**src/rtl/vliw_pkg.sv**
```systemverilog
// Shared VLIW fetch definitions: bundle geometry, opcode field, NOP encoding
// and the fetch FSM state type.
package vliw_pkg;

    localparam int N_SLOTS  = 10;
    localparam int SLOT_W   = 32;
    localparam int BUNDLE_W = N_SLOTS * SLOT_W;

    localparam int OPC_HI = 31;
    localparam int OPC_LO = 27;
    localparam logic [OPC_HI-OPC_LO:0] NOP_OPC = '0;

    typedef enum logic [1:0] {
        BOOT,
        RUN,
        REDIRECT
    } fetch_state_t;

    // A NOP is the all-zero slot: zero opcode and zero operand bits.
    function automatic logic slot_is_nop(input logic [SLOT_W-1:0] slot);
        return (slot[OPC_HI:OPC_LO] == NOP_OPC) && (slot[OPC_LO-1:0] == '0);
    endfunction

endpackage

```
**src/rtl/vliw_fetch_fifo.sv**
```systemverilog
// Prefetch FIFO of {pc, bundle} entries with flush; head is read
// combinationally so decode sees the bundle in the same cycle it becomes valid.
module vliw_fetch_fifo #(
    parameter int DEPTH = 4,
    parameter int W     = 352
) (
    input  logic                     clk,
    input  logic                     rst,
    input  logic                     push,
    input  logic                     pop,
    input  logic                     flush,
    input  logic [W-1:0]             din,
    output logic [$clog2(DEPTH):0]   count,
    output logic [W-1:0]             head
);
    localparam int AW = $clog2(DEPTH);
    localparam logic [AW:0] FULL = (AW+1)'(DEPTH);

    logic [W-1:0]  mem [DEPTH];
    logic [AW-1:0] wr_ptr_reg;
    logic [AW-1:0] rd_ptr_reg;
    logic [AW:0]   count_reg;
    logic          do_push;
    logic          do_pop;

    // Flush wins over both push and pop; a push into a full FIFO is only
    // accepted when the head leaves in the same cycle.
    assign do_pop  = pop && (count_reg != '0) && !flush;
    assign do_push = push && !flush && ((count_reg != FULL) || do_pop);

    always_ff @(posedge clk) begin
        if (rst || flush) begin
            wr_ptr_reg <= '0;
            rd_ptr_reg <= '0;
            count_reg  <= '0;
        end else begin
            if (do_push) begin
                wr_ptr_reg <= wr_ptr_reg + 1'b1;
            end
            if (do_pop) begin
                rd_ptr_reg <= rd_ptr_reg + 1'b1;
            end
            case ({do_push, do_pop})
                2'b10:   count_reg <= count_reg + 1'b1;
                2'b01:   count_reg <= count_reg - 1'b1;
                default: count_reg <= count_reg;
            endcase
        end
    end

    always_ff @(posedge clk) begin
        if (do_push) begin
            mem[wr_ptr_reg] <= din;
        end
    end

    assign count = count_reg;
    assign head  = mem[rd_ptr_reg];

endmodule

```
**src/rtl/vliw_fetch_unit.sv**
```systemverilog
// VLIW bundle fetch stage: PC, one-cycle imem requests, prefetch FIFO, redirect flush.
// Optional macro VLIW_FETCH_SLOT_MASK_EN builds per-slot non-NOP flags.
module vliw_fetch_unit
    import vliw_pkg::*;
#(
    parameter int PC_W  = 32,
    parameter int DEPTH = 4
) (
    input  logic                clk,
    input  logic                rst,
    output logic                imem_req,
    output logic [PC_W-1:0]     imem_addr,
    input  logic [BUNDLE_W-1:0] imem_rdata,
    input  logic                redirect_valid,
    input  logic [PC_W-1:0]     redirect_pc,
    output logic                out_valid,
    input  logic                out_ready,
    output logic [BUNDLE_W-1:0] out_bundle,
    output logic [PC_W-1:0]     out_pc,
    output logic [N_SLOTS-1:0]  out_slot_mask
);
    localparam int AW      = $clog2(DEPTH);
    localparam int ENTRY_W = PC_W + BUNDLE_W;
    localparam logic [AW+1:0] DEPTH_V = (AW+2)'(DEPTH);

    fetch_state_t     state_reg;
    fetch_state_t     state_next;
    logic [PC_W-1:0]  pc_reg;
    logic [PC_W-1:0]  pc_next;
    logic             epoch_reg;
    logic             inflight_reg;
    logic             inflight_epoch_reg;
    logic [PC_W-1:0]  inflight_pc_reg;

    logic [AW:0]        count;
    logic [ENTRY_W-1:0] head;
    logic               room;
    logic               issue;
    logic               push;
    logic               pop;

    // Credit check: buffered bundles plus the one in flight must fit the FIFO.
    assign room = ({1'b0, count} + {{(AW+1){1'b0}}, inflight_reg}) < DEPTH_V;

    always_ff @(posedge clk) begin
        if (rst) begin
            state_reg          <= BOOT;
            pc_reg             <= '0;
            epoch_reg          <= 1'b0;
            inflight_reg       <= 1'b0;
            inflight_epoch_reg <= 1'b0;
            inflight_pc_reg    <= '0;
        end else begin
            state_reg    <= state_next;
            pc_reg       <= pc_next;
            inflight_reg <= issue;
            if (issue) begin
                inflight_pc_reg    <= pc_reg;
                inflight_epoch_reg <= epoch_reg;
            end
            if (redirect_valid) begin
                epoch_reg <= ~epoch_reg;
            end
        end
    end

    always_comb begin
        state_next = state_reg;
        issue      = 1'b0;
        pc_next    = pc_reg;
        case (state_reg)
            BOOT: begin
                state_next = RUN;
            end
            RUN: begin
                if (redirect_valid) begin
                    state_next = REDIRECT;
                end else begin
                    issue = room;
                end
            end
            REDIRECT: begin
                if (!redirect_valid) begin
                    state_next = RUN;
                    issue      = room;
                end
            end
            default: begin
                state_next = BOOT;
            end
        endcase
        if (issue) begin
            pc_next = pc_reg + 1'b1;
        end
        if (redirect_valid) begin
            pc_next = redirect_pc;
        end
    end

    assign imem_req  = issue;
    assign imem_addr = pc_reg;

    // Responses from before the latest redirect carry a stale epoch and are dropped.
    assign push = inflight_reg && (inflight_epoch_reg == epoch_reg) && !redirect_valid;
    assign pop  = out_valid && out_ready && !redirect_valid;

    vliw_fetch_fifo #(
        .DEPTH (DEPTH),
        .W     (ENTRY_W)
    ) u_fifo (
        .clk   (clk),
        .rst   (rst),
        .push  (push),
        .pop   (pop),
        .flush (redirect_valid),
        .din   ({inflight_pc_reg, imem_rdata}),
        .count (count),
        .head  (head)
    );

    assign out_valid  = (count != '0);
    assign out_pc     = out_valid ? head[ENTRY_W-1 -: PC_W] : '0;
    assign out_bundle = out_valid ? head[BUNDLE_W-1:0] : '0;

    genvar gi;
    generate
        for (gi = 0; gi < N_SLOTS; gi++) begin : g_mask
`ifdef VLIW_FETCH_SLOT_MASK_EN
            logic [SLOT_W-1:0] slot;
            assign slot              = out_bundle[gi*SLOT_W +: SLOT_W];
            assign out_slot_mask[gi] = out_valid && !slot_is_nop(slot);
`else
            assign out_slot_mask[gi] = out_valid;
`endif
        end
    endgenerate

endmodule

```
**config.mk**
```make
export PLATFORM = sky130hd
export DESIGN_NAME = vliw_fetch_unit
export DESIGN_NICKNAME = d
export VERILOG_FILES = /design/src/rtl/vliw_pkg.sv /design/src/rtl/vliw_fetch_fifo.sv /design/src/rtl/vliw_fetch_unit.sv
export SDC_FILE = /design/constraint.sdc
export NUM_CORES = 1
export LEC_CHECK = 0
export CORE_AREA = 2 2 341 343
export CTS_CLUSTER_DIAMETER = 50
export DETAILED_ROUTE_END_ITERATION = 10
export DIE_AREA = 0 0 343 345
export PLACE_DENSITY_LB_ADDON = 0.08
export SYNTH_ARGS = -nofsm -noshare
export SYNTH_HDL_FRONTEND = slang
export SYNTH_HIERARCHICAL = 1
export SYNTH_SLANG_ARGS = --single-unit
```
**constraint.sdc**
```tcl
create_clock -name clk -period 18.4 [get_ports clk]
set_input_delay 1.84 -clock clk [delete_from_list [all_inputs] [get_ports clk]]
set_output_delay 1.84 -clock clk [all_outputs]
set_load 0.02 [all_outputs]
```
==> qor.yml, run 1 <==
status: "completed"
worstPathRequired_ns: 18.75
synth_area_mm2: 0.0569
clockBufferDepth: 3
area_growth_pct: 24.7
cp_slowest_cell: "and2_4"
setup_viol: 0
vias: 28994
initial_utilization_pct: 49.5
slew_viol_final: 0
clkTransAtPathRegs_ns: 0.06
crit_path_cell_trace: "buf_2, inv_1, and3_1, nor4b_2, nor3b_2, and2_4, buf_4, buf_4, buf_4"
place_hpwl_um: 81700
antenna_found_initial: 24
die_y_um: 345
grt_use_total_pct: 22.7
cp.arrival_ns: 7.76
worst_setup_path_end_kind: "register"
ys_top_cells_by_area: "edfxtp_1 (74%), mux4_2 (14%), and2_1 (4.0%), dfxtp_1 (2.7%), nand2_1 (0.71%)"
htreeDepth: 4
async_flop_share_pct: 0
drt-vias-per-instance: 5.61
finalSetupTns_ns: 0
coreArea_mm2: 0.115
p_leak_nw: 22.0
drtIter0Drc: 2295
ios: 752
syn_nets: 3084
holdWs_ns: 0.478
hold_depth: 2
wl_per_cell_um: 26.1
skew_ns: 0.0300
hold_path_class: "reg -> reg"
yosys.area.top_type: "edfxtp_1"
cts.sinks: 1486
place_congestion: 0.865
clock_latency_ns: 0.74
synth_cell_types: 60
rsz0062_at_grt: "false"
pwr_density_cell_mw_per_mm2: 98.6
tritoncts: "done"
muxShareOfSynthArea_pct: 14.1
synth_top_cell_area_share_pct: 74.3
largest_reg_flops: 1408
grt_pass1_wl_um: 197000
dieArea_mm2: 0.118
overflow: 0
fill_cells: 8142
hold_viol: 0
yosys.area_share.simple_pct: 5.87
ys.flop_type: "edfxtp_1"
synthAdderAreaFrac_pct: 0.211
synthCells: 2719
syn_area_per_cell_um2: 20.9
drive_gt1_share_pct: 17.6
reg2reg_depth: 8
fin_crit_ns: 7.41
max_freq_mhz: 135
cts_buffers: 160
cts_resized: 0
drtPass1Iterations: 5
io_buffers: 751
seq_area_frac_synth_pct: 77.0
grt_max_degree: 207
nets: 3870
ys_ff_latch: 1486
wirelength_um: 135000
cts.root.buffer_cell: "clkbuf_16"
synth_xor_area_share_pct: 0.200
post-cts-setup-buffers: 0
drv_cap: 0
ir_drop_v: 0.0000695
max_stage_delay_ns: 0.91
dieWidth_um: 343
synth_top_family_by_area: "multiplexers"
worstSetupPathType: "in -> reg"
final_antenna_net_count: 0
slew_headroom_pct: 17.9
utilization_pct: 61.7
ys_warn_count: 6
cpMostUsedCell: "buf_4"
cp_max_fo: 64
synth_edf_count: 1408
fin_crit_sh_pct: 40.3
row_count: 125
worst_setup_path_start_kind: "input pin"
worst_pin_slew_ns: 1.23
holdBufCountCts: 0
drt_drc_violations_left: 0
synth-compound-area-share_pct: 1.24
grt_pass1_vias: 29864
[cells in the mapped netlist, drive strengths merged, types with 3 or more instances]
| library cell | instances |
|---|---|
| o22ai | 4 |
| buf | 90 |
| nor2 | 17 |
| or3 | 10 |
| mux4 | 352 |
| a31oi | 14 |
| mux2i | 3 |
| xnor2 | 8 |
| dfxtp | 78 |
| edfxtp | 1408 |
| or2 | 4 |
| inv | 12 |
| a21oi | 58 |
| xor2 | 5 |
| and3 | 13 |
| clkbuf | 68 |
| nand3 | 16 |
| mux2 | 4 |
| o211ai | 10 |
| nor3 | 11 |
| nand4 | 16 |
| a2111oi | 3 |
| and2 | 361 |
| nand2 | 107 |
| a22oi | 4 |
| ha | 8 |
| o311ai | 4 |
| nor4 | 5 |
[power by group]
group / switching (mW) / total [mW] / internal (mW)
clock: 1.25 / 3.06 / 1.81
combinational: 0.0978 / 0.200 / 0.102
sequential: 0.0202 / 3.74 / 3.72
[layout by cell type (no fill, tap or decap), types with 5 or more instances in the layout]
master           netlist  final
diode_2                0     11
dfxtp_1               78     76
and3_1                13     13
o211ai_1              10     10
ha_1                   8      8
nor3_1                 8      8
xnor2_1                8      8
or3_1                  9      8
clkinv_1               0     35
clkbuf_16              0    167
nand2_1              107    107
edfxtp_1            1408   1408
clkbuf_1              68     28
clkdlybuf4s50_1        0    749
nor4_1                 5      5
a31oi_1               14     14
nor2_1                17     17
buf_4                 27     25
mux4_2               352    352
nand4_1               12     12
and2_1               361    357
nand3_1               16     16
inv_6                  0      7
buf_12                 0      6
bufinv_16              0     11
xor2_1                 5      5
a21oi_1               58     58
clkinv_2               0     30
inv_1                 12     12
[through the flow]
step | cell area, um2 | std cells | total power [mW] | worst slack [ns]
finish | 71000 | 5164 | 7.00 | 10.99
global route | 71000 | 5157 | 7.22 | 10.64
CTS | 71000 | 5153 | 7.07 | 11.08
detailed placement | 65900 | 4867 | 4.01 | 10.22
global placement | 65900 | 4867 | 4.00 | 10.35
floorplan | 56900 | 2719 | 3.88 | 6.50
[per-layer routing]
| metal | up-vias | routed length, um | track usage, % |
|---|---|---|---|
| met1 | 15110 | 52400 | 29.5 |
| li1 | 12561 | - | - |
| met5 | - | 145 | 0 |
| met2 | 1068 | 68400 | 37.8 |
| met3 | 233 | 10300 | 5.69 |
| met4 | 22 | 3360 | 6.67 |
[layout make-up]
type / count / area [um2] / share of cell area (%)
sequential: 1486 / 43800 / 61.8
multi-input combinational: 1063 / 12300 / 17.3
timing repair buffer: 782 / 7820 / 11.0
clock buffer: 195 / 4280 / 6.04
tap: 1524 / 1910 / 2.69
clock inverter: 91 / 757 / 1.07
inverter: 12 / 45.0 / 0.0635
antenna: 11 / 27.5 / 0.0388
[kinds of logic (layout without fill, tap and decap cells)]
family                   count (synthesis)  in the layout
AO/OA/AOI/OAI                          109            109
XOR/XNOR                                13             13
adder cells (fa/ha/maj)                  9              9
buffers and inverters                  170           1080
flip-flops                            1486           1486
multiplexers                           359            359
other                                    0             11
AND/OR/NAND/NOR                        573            573
[worst paths after layout]
path | startpoint | endpoint | slack, ns
min reg2reg | inflight_epoch_reg | inflight_epoch_reg | 0.48
max | redirect_valid | u_fifo/mem[1][143] | 10.99
min | inflight_epoch_reg | inflight_epoch_reg | 0.48
max reg2reg | u_fifo/count[0] | u_fifo/mem[1][143] | 12.29
[critical path: cells and delay by family]
kind                   cells  cell delay (ns)
and+or+nand+nor            4             1.93
buffers and inverters      5             3.69
No activity file was read; power rests on OpenSTA's default activity.
==> inputs of run 2 (changes only) <==
Clock period 18.4 ns to 7.3 ns, I/O delays scaled along.
==> qor.yml, run 2 (synthesis results as in run 1) <==
die_y_um: 345
grt_pass1_vias: 30289
antenna_found_initial: 41
hold_viol: 0
layout.cells.non_filler: 5177
finalSetupTns_ns: 0
dieArea_mm2: 0.118
fin_crit_sh_pct: 63.2
dieWidth_um: 343
cp_slowest_cell: "buf_4"
clockBufferDepth: 3
crit_path_cell_trace: "or3_4, buf_4, and2_1, clkdlybuf4s50_1"
status: "completed"
worstPathRequired_ns: 6.57
worst_pin_slew_ns: 1.10
htreeDepth: 4
clkTransAtPathRegs_ns: 0.06
slew_headroom_pct: 26.6
cts_resized: 0
ir_drop_v: 0.000231
tritoncts: "done"
cts.sinks: 1486
dpl.cell_count: 4878
fin_crit_ns: 4.62
max_stage_delay_ns: 0.78
wirelength_um: 136000
coreArea_mm2: 0.115
row_count: 125
wl_per_cell_um: 26.2
post-cts-setup-buffers: 0
cp_max_fo: 91
place_hpwl_um: 85600
io_buffers: 751
worstSetupPathType: "reg -> out"
worst_setup_path_start_kind: "register"
final_antenna_net_count: 0
grt_use_total_pct: 22.9
grt_pass1_wl_um: 198000
holdBufCountCts: 0
final_cell_mix: "edfxtp_1 (1408), clkdlybuf4s50_1 (750), and2_1 (357)"
place_congestion: 0.851
area_growth_pct: 25.4
worst_setup_path_end_kind: "output pin"
drtIter0Drc: 2114
holdWs_ns: 0.470
drtPass1Iterations: 5
p_leak_nw: 22.1
overflow: 0
clock_latency_ns: 0.75
rsz0062_at_grt: "false"
pwr_density_cell_mw_per_mm2: 249
hold_path_class: "reg -> reg"
vias: 28779
nets: 3879
cts_buffers: 158
final_common_cell: "edfxtp_1"
drt-vias-per-instance: 5.56
setup_viol: 0
cp.arrival_ns: 3.89
drt_drc_violations_left: 0
drv_cap: 0
drive_gt1_share_pct: 17.9
max_freq_mhz: 217
power.total_mw: 17.7
slew_viol_final: 0
ios: 752
largest_reg_flops: 1408
grt_max_degree: 201
skew_ns: 0.0180
cts.root.buffer_cell: "clkbuf_16"
initial_utilization_pct: 49.5
==> run 2: worst max-delay path: cells and delay by family, from the launching register on <==
family,cells,cell delay [ns]
and+or+nand+nor,2,0.94
buffers and inverters,2,1.50
DFF,1,0.52
==> run 2: layout make-up <==
type / instances / area [um2]
clock buffer: 206 / 4340
clock inverter: 80 / 779
sequential: 1486 / 43800
multi-input combinational: 1063 / 12300
tap: 1524 / 1910
fill: 8143 / 43700
timing repair buffer: 793 / 8130
inverter: 12 / 45.0
antenna: 13 / 32.5
==> run 2: per-stage QoR <==
step,area (um2),utilization (%),worst slack [ns]
floorplan,56900,-,0.457
global route,71400,62.0,2.43
finish,71400,62.0,2.68
detailed placement,66200,57.5,2.20
global placement,66200,57.5,2.34
CTS,71300,62.0,2.55
==> run 2: per-layer routing <==
metal	part of all wire, %	track usage, %	routed length, um
met3	7.8	6.65	10600
met5	0.23	0	312
met4	2.8	7.41	3850
met1	39	29.5	52900
met2	50	37.6	68000
==> run 2: worst paths after layout <==
check                        to               start  slack, ns  cells past startpoint
max reg2reg  u_fifo/mem[2][259]     u_fifo/count[2]       3.27                      6
max             out_bundle[148]     u_fifo/count[2]       2.68                      4
min reg2reg  inflight_epoch_reg  inflight_epoch_reg       0.47                      2
min          inflight_epoch_reg  inflight_epoch_reg       0.47                      2
==> run 2: power breakdown <==
group / internal (mW) / switching [mW] / total (mW)
clock network: 4.63 / 3.16 / 7.80
logic: 0.260 / 0.252 / 0.512
registers: 9.38 / 0.0502 / 9.43
==> inputs of run 3 (changes only) <==
Clock period 7.3 ns to 3.8 ns, I/O delays scaled along.
==> qor.yml, run 3 (synthesis results as in run 1) <==
place_hpwl_um: 85700
drv_cap: 0
worstPathRequired_ns: 3.42
io_buffers: 751
vias: 29233
grt_pass1_wl_um: 199000
gr-usage-met2_pct: 37.6
final_antenna_net_count: 0
antenna_found_initial: 31
sw_frac_of_total_pct: 19.9
grt_use_total_pct: 22.7
worst_setup_path_end_kind: "output pin"
skew_ns: 0.0259
drive_gt1_share_pct: 19.0
final_cell_mix: "edfxtp_1 (1408), clkdlybuf4s50_1 (749), and2_1 (357)"
p_comb_share_pct: 2.9
slew_viol_final: 0
wl_per_cell_um: 25.7
hold_viol: 0
crit_path_cell_trace: "buf_16, buf_12, mux4_2, and2_1, clkdlybuf4s50_1"
post-cts-setup-buffers: 0
fin_crit_sh_pct: 95.0
fin_crit_ns: 3.61
cts.sinks: 1486
largest_reg_flops: 1408
coreArea_mm2: 0.115
cts_buffers: 155
die_y_um: 345
drtPass1Iterations: 6
clock_latency_ns: 0.76
holdWs_ns: 0.189
drt-vias-per-instance: 5.59
nets: 3919
cts.root.buffer_cell: "clkbuf_16"
use_met1_pct: 29.0
intPower_mw: 27.0
slew_headroom_pct: 38.0
final_common_cell: "edfxtp_1"
drt_drc_violations_left: 0
worstSetupPathType: "reg -> out"
p_switching_mw: 6.73
tritoncts: "done"
dieArea_mm2: 0.118
cp_slowest_cell: "dfxtp_4"
p_leak_nw: 22.4
cp_max_fo: 25
p_clk_share_pct: 43.4
grt_max_degree: 194
wirelength_um: 135000
hold_path_class: "in -> reg"
busiest_layer: "met2"
worst_setup_path_start_kind: "register"
grt_pass1_vias: 30334
status: "completed"
dieWidth_um: 343
use_met3_pct: 6.56
row_count: 125
cp.arrival_ns: 3.23
pwr-share-seq_pct: 53.7
area_growth_pct: 26.2
max_stage_delay_ns: 0.63
fill_cells: 8105
fin_area_mm2: 0.0718
max_freq_mhz: 277
drtIter0Drc: 2172
clockBufferDepth: 3
setup_viol: 0
placed_cell_area_mm2: 0.0667
ios: 752
finalSetupTns_ns: 0
utilization_pct: 62.4
seq_area_mm2: 0.0439
htreeDepth: 4
multi_input_area_mm2: 0.0123
initial_utilization_pct: 49.5
pwr_density_cell_mw_per_mm2: 470
ir_drop_v: 0.000425
rsz0062_at_grt: "false"
worst_pin_slew_ns: 0.930
overflow: 0
place_congestion: 0.843
clkTransAtPathRegs_ns: 0.06
## run 3: cell count changes in the layout (fill, tap and decap cells not counted), moves of 2 or more
| cell | change |
|---|---|
| buf_12 | +12 |
| clkinv_1 | +10 |
| inv_8 | -3 |
| buf_16 | +2 |
| clkinv_2 | +12 |
| buf_4 | +27 |
| diode_2 | +2 |
| clkinv_8 | +3 |
| clkbuf_1 | -10 |
| dfxtp_1 | -3 |
| clkbuf_16 | -7 |
| dfxtp_2 | +2 |
| clkbuf_8 | -2 |
## run 3: per-stage QoR
stage / setup WS [ns] / power [mW] / instances
2_1_floorplan: -0.438 / 18.8 / 2719
3_3_place_gp: 0.831 / 19.4 / 4920
3_5_place_dp: 0.812 / 19.4 / 4920
4_1_cts: 0.0510 / 34.1 / 5210
5_1_grt: 0.000310 / 34.8 / 5217
6_report: 0.190 / 33.8 / 5225
## run 3: power groups by stage
stage | Combinational, mW | Sequential, mW | Clock (mW)
6_report | 0.982 | 18.1 | 14.7
3_3_place_gp | 0.939 | 18.4 | 0
3_5_place_dp | 0.979 | 18.5 | 0
5_1_grt | 1.06 | 18.1 | 15.6
2_1_floorplan | 0.292 | 18.5 | 0
4_1_cts | 0.986 | 18.1 | 15.0
## run 3: layout make-up
cell class / instances / area share, %
sequential: 1486 / 61.1
multi-input combinational: 1063 / 17.2
timing repair buffer: 836 / 12.0
clock buffer: 187 / 5.71
tap: 1524 / 2.66
clock inverter: 102 / 1.26
inverter: 12 / 0.0732
antenna: 15 / 0.0523
## run 3: path summary, 6_finish.rpt
kind         slack, ns  cells past startpoint                  to          startpoint
max               0.19                      5     out_bundle[295]            register
min               0.19                      3       imem_addr[13]     redirect_pc[13]
max reg2reg       1.05                     10     u_fifo/count[2]     u_fifo/count[2]
min reg2reg       0.49                      2  inflight_epoch_reg  inflight_epoch_reg
## run 3: repair_timing
| action | in CTS | in global routing |
|---|---|---|
| hold endpoints to repair | 1 | 0 |
| setup endpoints to repair | 1 | 11 |
| resized for setup | 1 | 2 |
| hold buffers | 1 | 0 |
## run 3: critical path, delay by kind of cell, from the launching register on
family	cells	cell delay (ns)
buffers and inverters	3	1.14
flip-flops	1	0.63
multiplexers	1	0.51
AND/OR/NAND/NOR	1	0.15
## run 3: routing by layer
| metal | share of wire [%] | wire, um | vias up |
|---|---|---|---|
| met5 | 0.19 | 250 | - |
| met4 | 2.6 | 3520 | 38 |
| met3 | 8.2 | 11000 | 235 |
| met2 | 51 | 68200 | 1023 |
| met1 | 38 | 51500 | 15273 |
| li1 | - | - | 12664 |
